### src/rtl/receive_engine.sv
// UART receive engine: start detect, mid-bit sampling and frame reassembly.
// Optional RX_SYNC_EN adds a two-flop synchronizer on rx.
module receive_engine #(
    parameter int BAUD_W = 19
) (
    input  logic              clk,
    input  logic              rst,
    input  logic              rx,
    input  logic              eight,
    input  logic              pen,
    input  logic              ohel,
    input  logic [BAUD_W-1:0] baud_decode,
    input  logic              read,
    output logic [7:0]        uart_rdata,
    output logic              RxRdy,
    output logic              PERR,
    output logic              FERR,
    output logic              OVF
);

    typedef enum logic [1:0] {IDLE, START, DATA, BRK} state_t;

    localparam logic [BAUD_W-1:0] ONE = 1;

    state_t            state, state_nxt;
    logic [BAUD_W-1:0] count, baud_q;
    logic [3:0]        bit_cnt, n_last;
    logic [8:0]        shreg;
    logic [9:0]        sh_nxt;
    logic              eight_q, pen_q, ohel_q;
    logic              rx_s;
    logic              start_det, to_data, shift, complete, cnt_clr;
    logic [7:0]        frame_d;
    logic              frame_par, frame_perr;

`ifdef RX_SYNC_EN
    logic [1:0] rx_sync;
    always_ff @(posedge clk) begin
        if (rst) rx_sync <= 2'b11;
        else     rx_sync <= {rx_sync[0], rx};
    end
    assign rx_s = rx_sync[1];
`else
    assign rx_s = rx;
`endif

    // Stop bit is the sample taken when bit_cnt reaches N-1
    assign n_last = 4'd8 + {3'd0, eight_q} + {3'd0, pen_q};
    assign sh_nxt = {rx_s, shreg};

    always_comb begin
        state_nxt = state;
        start_det = 1'b0;
        to_data   = 1'b0;
        shift     = 1'b0;
        complete  = 1'b0;
        case (state)
            IDLE: begin
                if (!rx_s) begin
                    state_nxt = START;
                    start_det = 1'b1;
                end
            end
            START: begin
                if (count == (baud_q >> 1)) begin
                    if (rx_s) begin
                        state_nxt = IDLE;
                    end else begin
                        state_nxt = DATA;
                        to_data   = 1'b1;
                    end
                end
            end
            DATA: begin
                if (count == baud_q) begin
                    shift = 1'b1;
                    if (bit_cnt == n_last) begin
                        complete  = 1'b1;
                        state_nxt = rx_s ? IDLE : BRK;
                    end
                end
            end
            BRK: begin
                if (rx_s) state_nxt = IDLE;
            end
            default: state_nxt = IDLE;
        endcase
    end

    assign cnt_clr = (state_nxt != state) || (state == IDLE) ||
                     (state == BRK) || shift;

    // Frame sits left-justified in sh_nxt with the stop bit at [9]
    always_comb begin
        frame_d   = 8'h00;
        frame_par = 1'b0;
        unique case ({eight_q, pen_q})
            2'b00: frame_d = {1'b0, sh_nxt[8:2]};
            2'b10: frame_d = sh_nxt[8:1];
            2'b01: begin
                frame_d   = {1'b0, sh_nxt[7:1]};
                frame_par = sh_nxt[8];
            end
            2'b11: begin
                frame_d   = sh_nxt[7:0];
                frame_par = sh_nxt[8];
            end
        endcase
        frame_perr = pen_q & (frame_par != (^frame_d ^ ohel_q));
    end

    always_ff @(posedge clk) begin
        if (rst) begin
            state   <= IDLE;
            count   <= '0;
            bit_cnt <= 4'd0;
            shreg   <= 9'd0;
            baud_q  <= '0;
            eight_q <= 1'b0;
            pen_q   <= 1'b0;
            ohel_q  <= 1'b0;
        end else begin
            state <= state_nxt;
            count <= cnt_clr ? '0 : count + ONE;
            if (start_det) begin
                baud_q  <= baud_decode;
                eight_q <= eight;
                pen_q   <= pen;
                ohel_q  <= ohel;
            end
            if (to_data)    bit_cnt <= 4'd1;
            else if (shift) bit_cnt <= bit_cnt + 4'd1;
            if (shift) shreg <= sh_nxt[9:1];
        end
    end

    always_ff @(posedge clk) begin
        if (rst) begin
            uart_rdata <= 8'h00;
            RxRdy      <= 1'b0;
            PERR       <= 1'b0;
            FERR       <= 1'b0;
            OVF        <= 1'b0;
        end else if (complete) begin
            uart_rdata <= frame_d;
            PERR       <= frame_perr;
            FERR       <= ~rx_s;
            RxRdy      <= 1'b1;
            OVF        <= ~read & (OVF | RxRdy);
        end else if (read && RxRdy) begin
            RxRdy <= 1'b0;
            PERR  <= 1'b0;
            FERR  <= 1'b0;
            OVF   <= 1'b0;
        end
    end

endmodule
### config.mk
export PLATFORM = sky130hd
export DESIGN_NAME = receive_engine
export DESIGN_NICKNAME = d
export VERILOG_FILES = /design/src/rtl/receive_engine.sv
export SDC_FILE = /design/constraint.sdc
export NUM_CORES = 1
export LEC_CHECK = 0
export ABC_CLOCK_PERIOD_IN_PS = 3000
export CAP_MARGIN = 15
export CELL_PAD_IN_SITES_DETAIL_PLACEMENT = 1
export CELL_PAD_IN_SITES_GLOBAL_PLACEMENT = 1
export CORE_UTILIZATION = 42
export DETAILED_ROUTE_END_ITERATION = 8
export PLACE_DENSITY = 0.78
export SKIP_LAST_GASP = 1
export SYNTH_ARGS = -nofsm -noshare
export SYNTH_HDL_FRONTEND = slang
export SYNTH_SLANG_ARGS = --single-unit
### constraint.sdc
create_clock -name clk -period 3 [get_ports clk]
set_clock_uncertainty 0.05 [all_clocks]
set_input_delay 0.6 -clock clk [delete_from_list [all_inputs] [get_ports clk]]
set_output_delay 0.6 -clock clk [all_outputs]
set_load 0.05 [all_outputs]
**After elaboration in Yosys (flattened, before gate mapping)**

Cells that the tools add are included.

- Bitwise operators: 6
- $add $sub $neg: 4
- $mul: 0
- Div/mod/pow operators: 0
- Equality and inequality tests: 11
- Shift-type cells: 0
- Reduce and logical (&&, ||, !) cells: 12
- $lt $le $gt $ge: 0
- Mux-type cells: 26

Operators with widths:

| cell | count |
|---|---|
| case mux 8 bit (4 select lines) | 1 |
| adder 19 x 1 -> 19 bit, second input constant | 1 |
| equality test 19 x 18 -> 1 bit | 1 |
| equality test 19 bit | 1 |
| two-way mux 1 bit | 17 |
| two-way mux 2 bit | 7 |
| equality test 2 bit, second input constant | 4 |
| case mux 2 bit (4 select lines) | 1 |
| XOR reduction 8 bit | 1 |
| OR reduction 2 bit | 3 |
| adder 4 x 1 -> 4 bit | 1 |
| adder 4 x 1 -> 4 bit, first input constant | 1 |
| adder 4 x 1 -> 4 bit, second input constant | 1 |
| equality test 2 x 1 -> 1 bit, second input constant | 2 |
| equality test 4 bit | 1 |
| logical NOT 2 bit | 2 |
| nonzero test 2 bit | 2 |
| logical OR 1 bit | 3 |
| bitwise AND 1 bit | 2 |
| != test 2 bit | 1 |
| inverter 1 bit | 2 |
| logical AND 1 bit | 1 |
| != test 1 bit | 1 |
| OR 1 bit | 1 |
| bitwise XOR 1 bit | 1 |

- Memories: 0
- Word-level logic and storage cells: 73
- RAM bits: 0
- ROM bits: 0
- Output and inout bits: 12
- Bits of input ports: 26
- Bits in latches: 0
- Flip-flop bits (word level): 68

**Depth between registers and ports, before layout**

- Word-level depth: 11
- Depth in mapped cells: 10
- Depth with buffers taken out: 9

**Worst setup path after synthesis**

Ideal clock, no wire load.

- Path kind: reg2reg
- From: register eight_q
- To: register count[15]
- Clock period less this slack: 2.437 ns
- Path buffers: 2
- Path slack: 0.563 ns
- Library setup time: 0.117 ns
- Data arrival time: 2.270 ns
- Cell stages (with the launch flop): 10
- Data required time: 2.833 ns
- Path through: dfxtp_1 -> inv_1 -> ha_1 -> xor2_1 -> nor4b_1 -> a21o_1 -> a211o_1 -> buf_4 -> buf_2 -> nor2_1

- Word-level cells in the longest chain between the ends: 11

Ends and longest elaborated chain:

| element | RTL line | text |
|---|---|---|
| start: declaration | 30 | `logic eight_q, pen_q, ohel_q;` |
| start signal: assignment | 127 | `eight_q <= eight;` |
| adder 4 x 1 -> 4 bit (2 in series) | 48 | `assign n_last = 4'd8 + {3'd0, eight_q} + {3'd0, pen_q};` |
| equality test 4 bit | 77 | `if (bit_cnt == n_last) begin` |
| two-way mux 2 bit | 77 |  |
| two-way mux 2 bit | 75 | `if (count == baud_q) begin` |
| case mux 2 bit (4 select lines) | 57 | `case (state)` |
| != test 2 bit | 90 | `assign cnt_clr = (state_nxt != state) \|\| (state == IDLE) \|\|` |
| logical OR 1 bit (2 in series) | 90 |  |
| logical OR 1 bit | 91 | `(state == BRK) \|\| shift;` |
| OR reduction 2 bit (no source line) | n/a |  |
| end signal: assignment | 124 | `count <= cnt_clr ? '0 : count + ONE;` |
| end: declaration | 26 | `logic [BAUD_W-1:0] count, baud_q;` |

Every way passes these cells.
A chain may end at the register's enable or synchronous reset.

**Worst setup path in the final report**

- From: register pen_q
- To: register PERR

- Word-level cells in the longest chain between the ends: 7
- Elaborated cells on any way between the ends: 18
- Classes of those cells: add/sub: 1; eq/ne: 5; mux: 6; bitwise: 2; reduce/logical: 4

Ends and longest elaborated chain:

| element | RTL line | text |
|---|---|---|
| start: declaration | 30 |  |
| start signal: assignment | 128 | `pen_q <= pen;` |
| parallel branches: the longest is 7 deep, another holds adder 4 x 1 -> 4 bit | n/a |  |
| end signal: assignment | 146 | `PERR <= frame_perr;` |
| end: declaration | 16 | `output logic PERR,` |

Several ways; the timed one is not identified.

==> flow_metrics.env <==
export IMPL_status="finished, final reports clean"
export IMPL_leakage_nw=1.57
export IMPL_synth_edf_count=0
export IMPL_syn_avg_cell_area_um2=8.22
export IMPL_multi_input_area_mm2=0.00194
export IMPL_fin_hold_ws_ns=0.407
export IMPL_synth_top_cell_area_share_pct=39.3
export IMPL_grt_pass1_wl_um=15000
export IMPL_ir_drop_mv=0.245
export IMPL_min_period_ns=2.74
export IMPL_register_area_mm2=0.00136
export IMPL_setup_violations=0
export IMPL_clk_latency_ns=0.35
export IMPL_drive_gt1_share_pct=6.84
export IMPL_arrival_ns=2.93
export IMPL_crit_chain="inv_1 -> ha_1 -> or2_2 -> a221oi_1 -> xnor3_1 -> o21ai_1 -> xnor2_1 -> xnor2_1 -> o41ai_1"
export IMPL_post_cts_resized=0
export IMPL_grt_setup_unrepaired="no"
export IMPL_io_pins=38
export IMPL_power_density_mw_per_mm2=517
export IMPL_drv_slew=0
export IMPL_dp_cells=539
export IMPL_cts_tree="done"
export IMPL_grt_pass1_vias=3152
export IMPL_final_nets=480
export IMPL_slowest_stage="a221oi_1"
export IMPL_synthArstFlopShare_pct=0
export IMPL_wl_per_cell_um=16.2
export IMPL_yosys_area_top_type="dfxtp_1"
export IMPL_cts_buffers=9
export IMPL_cts_max_level=3
export IMPL_core_mm2=0.00785
export IMPL_crit_family="compound AO/OA/AOI/OAI gates"
export IMPL_via_count=2955
export IMPL_dieArea_mm2=0.00861
export IMPL_synthFlopType="dfxtp_1"
export IMPL_period_share_pct=91.2
export IMPL_clock_sinks=68
export IMPL_max_cap_violations=0
export IMPL_yosysUniqueCellTypes=44
export IMPL_clock_fmax_mhz=365
export IMPL_synth_nets=453
export IMPL_synth_seq_area_share_pct=39.3
export IMPL_grt_overflow=0
export IMPL_place_port_buffers=37
export IMPL_hold_buffers=0
export IMPL_power_mw=2.14
export IMPL_initial_core_util_pct=44.1
export IMPL_drtIter0Drc=80
export IMPL_grt_antenna_before_repair=0
export IMPL_cp_max_fo=11
export IMPL_slew_headroom_pct=43.9
export IMPL_end_kind="flop"
export IMPL_netlist_area_mm2=0.00346
export IMPL_synthToLayoutAreaGrowth_pct=19.6
export IMPL_postCtsSetupBuffers=0
export IMPL_final_area_mm2=0.00414
export IMPL_cp_data_required_time_ns=3.19
export IMPL_dieHeight_um=92.8
export IMPL_firstDrtPassIters=4
export IMPL_placed_area_mm2=0.00390
export IMPL_tightest_slew_ns=0.842
export IMPL_antenna_cells=0
export IMPL_gp_congestion=0.860
export IMPL_syn_inst=421
export IMPL_path_class="flop to flop"
export IMPL_die_w_um=92.8
export IMPL_worstSetupStartpointType="flop"
export IMPL_vias_per_cell=5.32
export IMPL_routed_wirelength_um=9000
export IMPL_clk_pin_slew_ns=0.08
export IMPL_finalSetupTns_ns=0
export IMPL_clock_path_buffers=2
export IMPL_ys_seq_elements=68
export IMPL_finalHoldViolCount=0
export IMPL_stdcell_count=555
export IMPL_grt_max_degree=23
export IMPL_synth_area_leaders="dfxtp_1 39%, xor2_1 9.6%, nand2_1 7.5%"
export IMPL_critPathMaxStageDelay_ns=0.44
export IMPL_grt_use_total_pct=22.5
export IMPL_hold_path_class="flop to flop"
export IMPL_crit_buf_inv=1
export IMPL_fp_row_count=32
export IMPL_remaining_drc_errors=0
export IMPL_postRouteAntennaNets=0
export IMPL_fill_cells=954
export IMPL_critical_path_most_common_cell="xnor2_1"
export IMPL_dp_hpwl_um=6630
export IMPL_ys_warn_count=0
export IMPL_clk_root_buffer_cell="clkbuf_8"
## state kept, by name, summed over array words and instances, names as in the netlist
name,flops
FERR,1
OVF,1
PERR,1
RxRdy,1
baud_q,19
bit_cnt,4
count,19
eight_q,1
ohel_q,1
pen_q,1
shreg,9
state,2
uart_rdata,8
## placed cells by master, fill, tap and decap left out, types with 7 or more instances in the layout
cell and instances:
buf_4 10, xor2_1 38, dfxtp_1 68, mux2i_1 12, nor4_1 7, clkdlybuf4s50_1 37, clkbuf_8 9, a21oi_1 38
nand4_1 10, nor2_1 46, xnor2_1 28, inv_1 8, nand2_1 69, nand3_1 11
## cells by family (layout without fill, tap and decap cells)
logic type / Yosys count / count (layout) / synth area share, %
buffers and inverters: 39 / 71 / 4.84
xor gates and xnor gates: 67 / 67 / 17.4
and+or+nand+nor: 165 / 165 / 21.7
AOI/OAI and AO/OA: 64 / 64 / 11.1
adders and majority gates: 6 / 6 / 2.17
DFF: 68 / 68 / 39.3
muxes: 12 / 12 / 3.47
## Yosys cell counts (all sizes together) (4+ instances only)
cell     n
dfxtp   68
inv      8
xnor2   28
a221oi   4
a21oi   38
or3      4
mux2i   12
nor3     4
nor2    46
buf      8
nor4     7
nand4   10
o21ai    6
xor2    38
nand2   70
nand3   11
clkbuf  23
ha       6
## final timing paths
path / cells past startpoint / end / slack, ns / start
worst max register to register: 9 / PERR / 0.26 / pen_q
worst min register to register: 2 / uart_rdata[5] / 0.41 / uart_rdata[5]
worst max-delay path: 9 / PERR / 0.26 / pen_q
worst min-delay path: 2 / uart_rdata[5] / 0.41 / uart_rdata[5]
## where the power goes
group / switching [mW] / leakage (nW) / internal (mW)
logic: 0.141 / 0.907 / 0.120
clock network: 0.368 / 0.115 / 0.549
registers: 0.0349 / 0.551 / 0.928
## cell type report
| cell class | count | share of cell area [%] |
|---|---|---|
| Sequential cell | 68 | 32.9 |
| Tap cell | 102 | 3.08 |
| Clock buffer | 9 | 2.99 |
| Inverter | 8 | 0.725 |
| Timing Repair Buffer | 47 | 10.8 |
| Multi-Input combinational cell | 314 | 46.8 |
| Clock inverter | 7 | 2.78 |
## stage by stage
stage          setup slack [ns]  utilization [%]
3_5_place_dp              0.322             49.7
6_report                  0.263             52.8
2_1_floorplan             0.563                -
5_1_grt                  0.0455             52.8
3_3_place_gp              0.431             49.7
4_1_cts                   0.257             52.8
## metal layers
metal  wire length (µm)  GRT usage [%]  share of wire [%]
met2               4700           40.5                 52
met5                  0              0                  0
met4                182           8.21                2.0
met3                180           5.17                2.0
met1               3940           25.8                 44
## worst reg2reg max path, delay by kind of cell, from the launching register on
family                   cells  cell delay [ns]
AO/OA/AOI/OAI                3             0.83
adder cells (fa/ha/maj)      1             0.21
buffers and inverters        1             0.10
flip-flops                   1             0.39
AND/OR/NAND/NOR              1             0.41
XOR/XNOR                     3             0.63
Power figures use the tool's default switching activity.
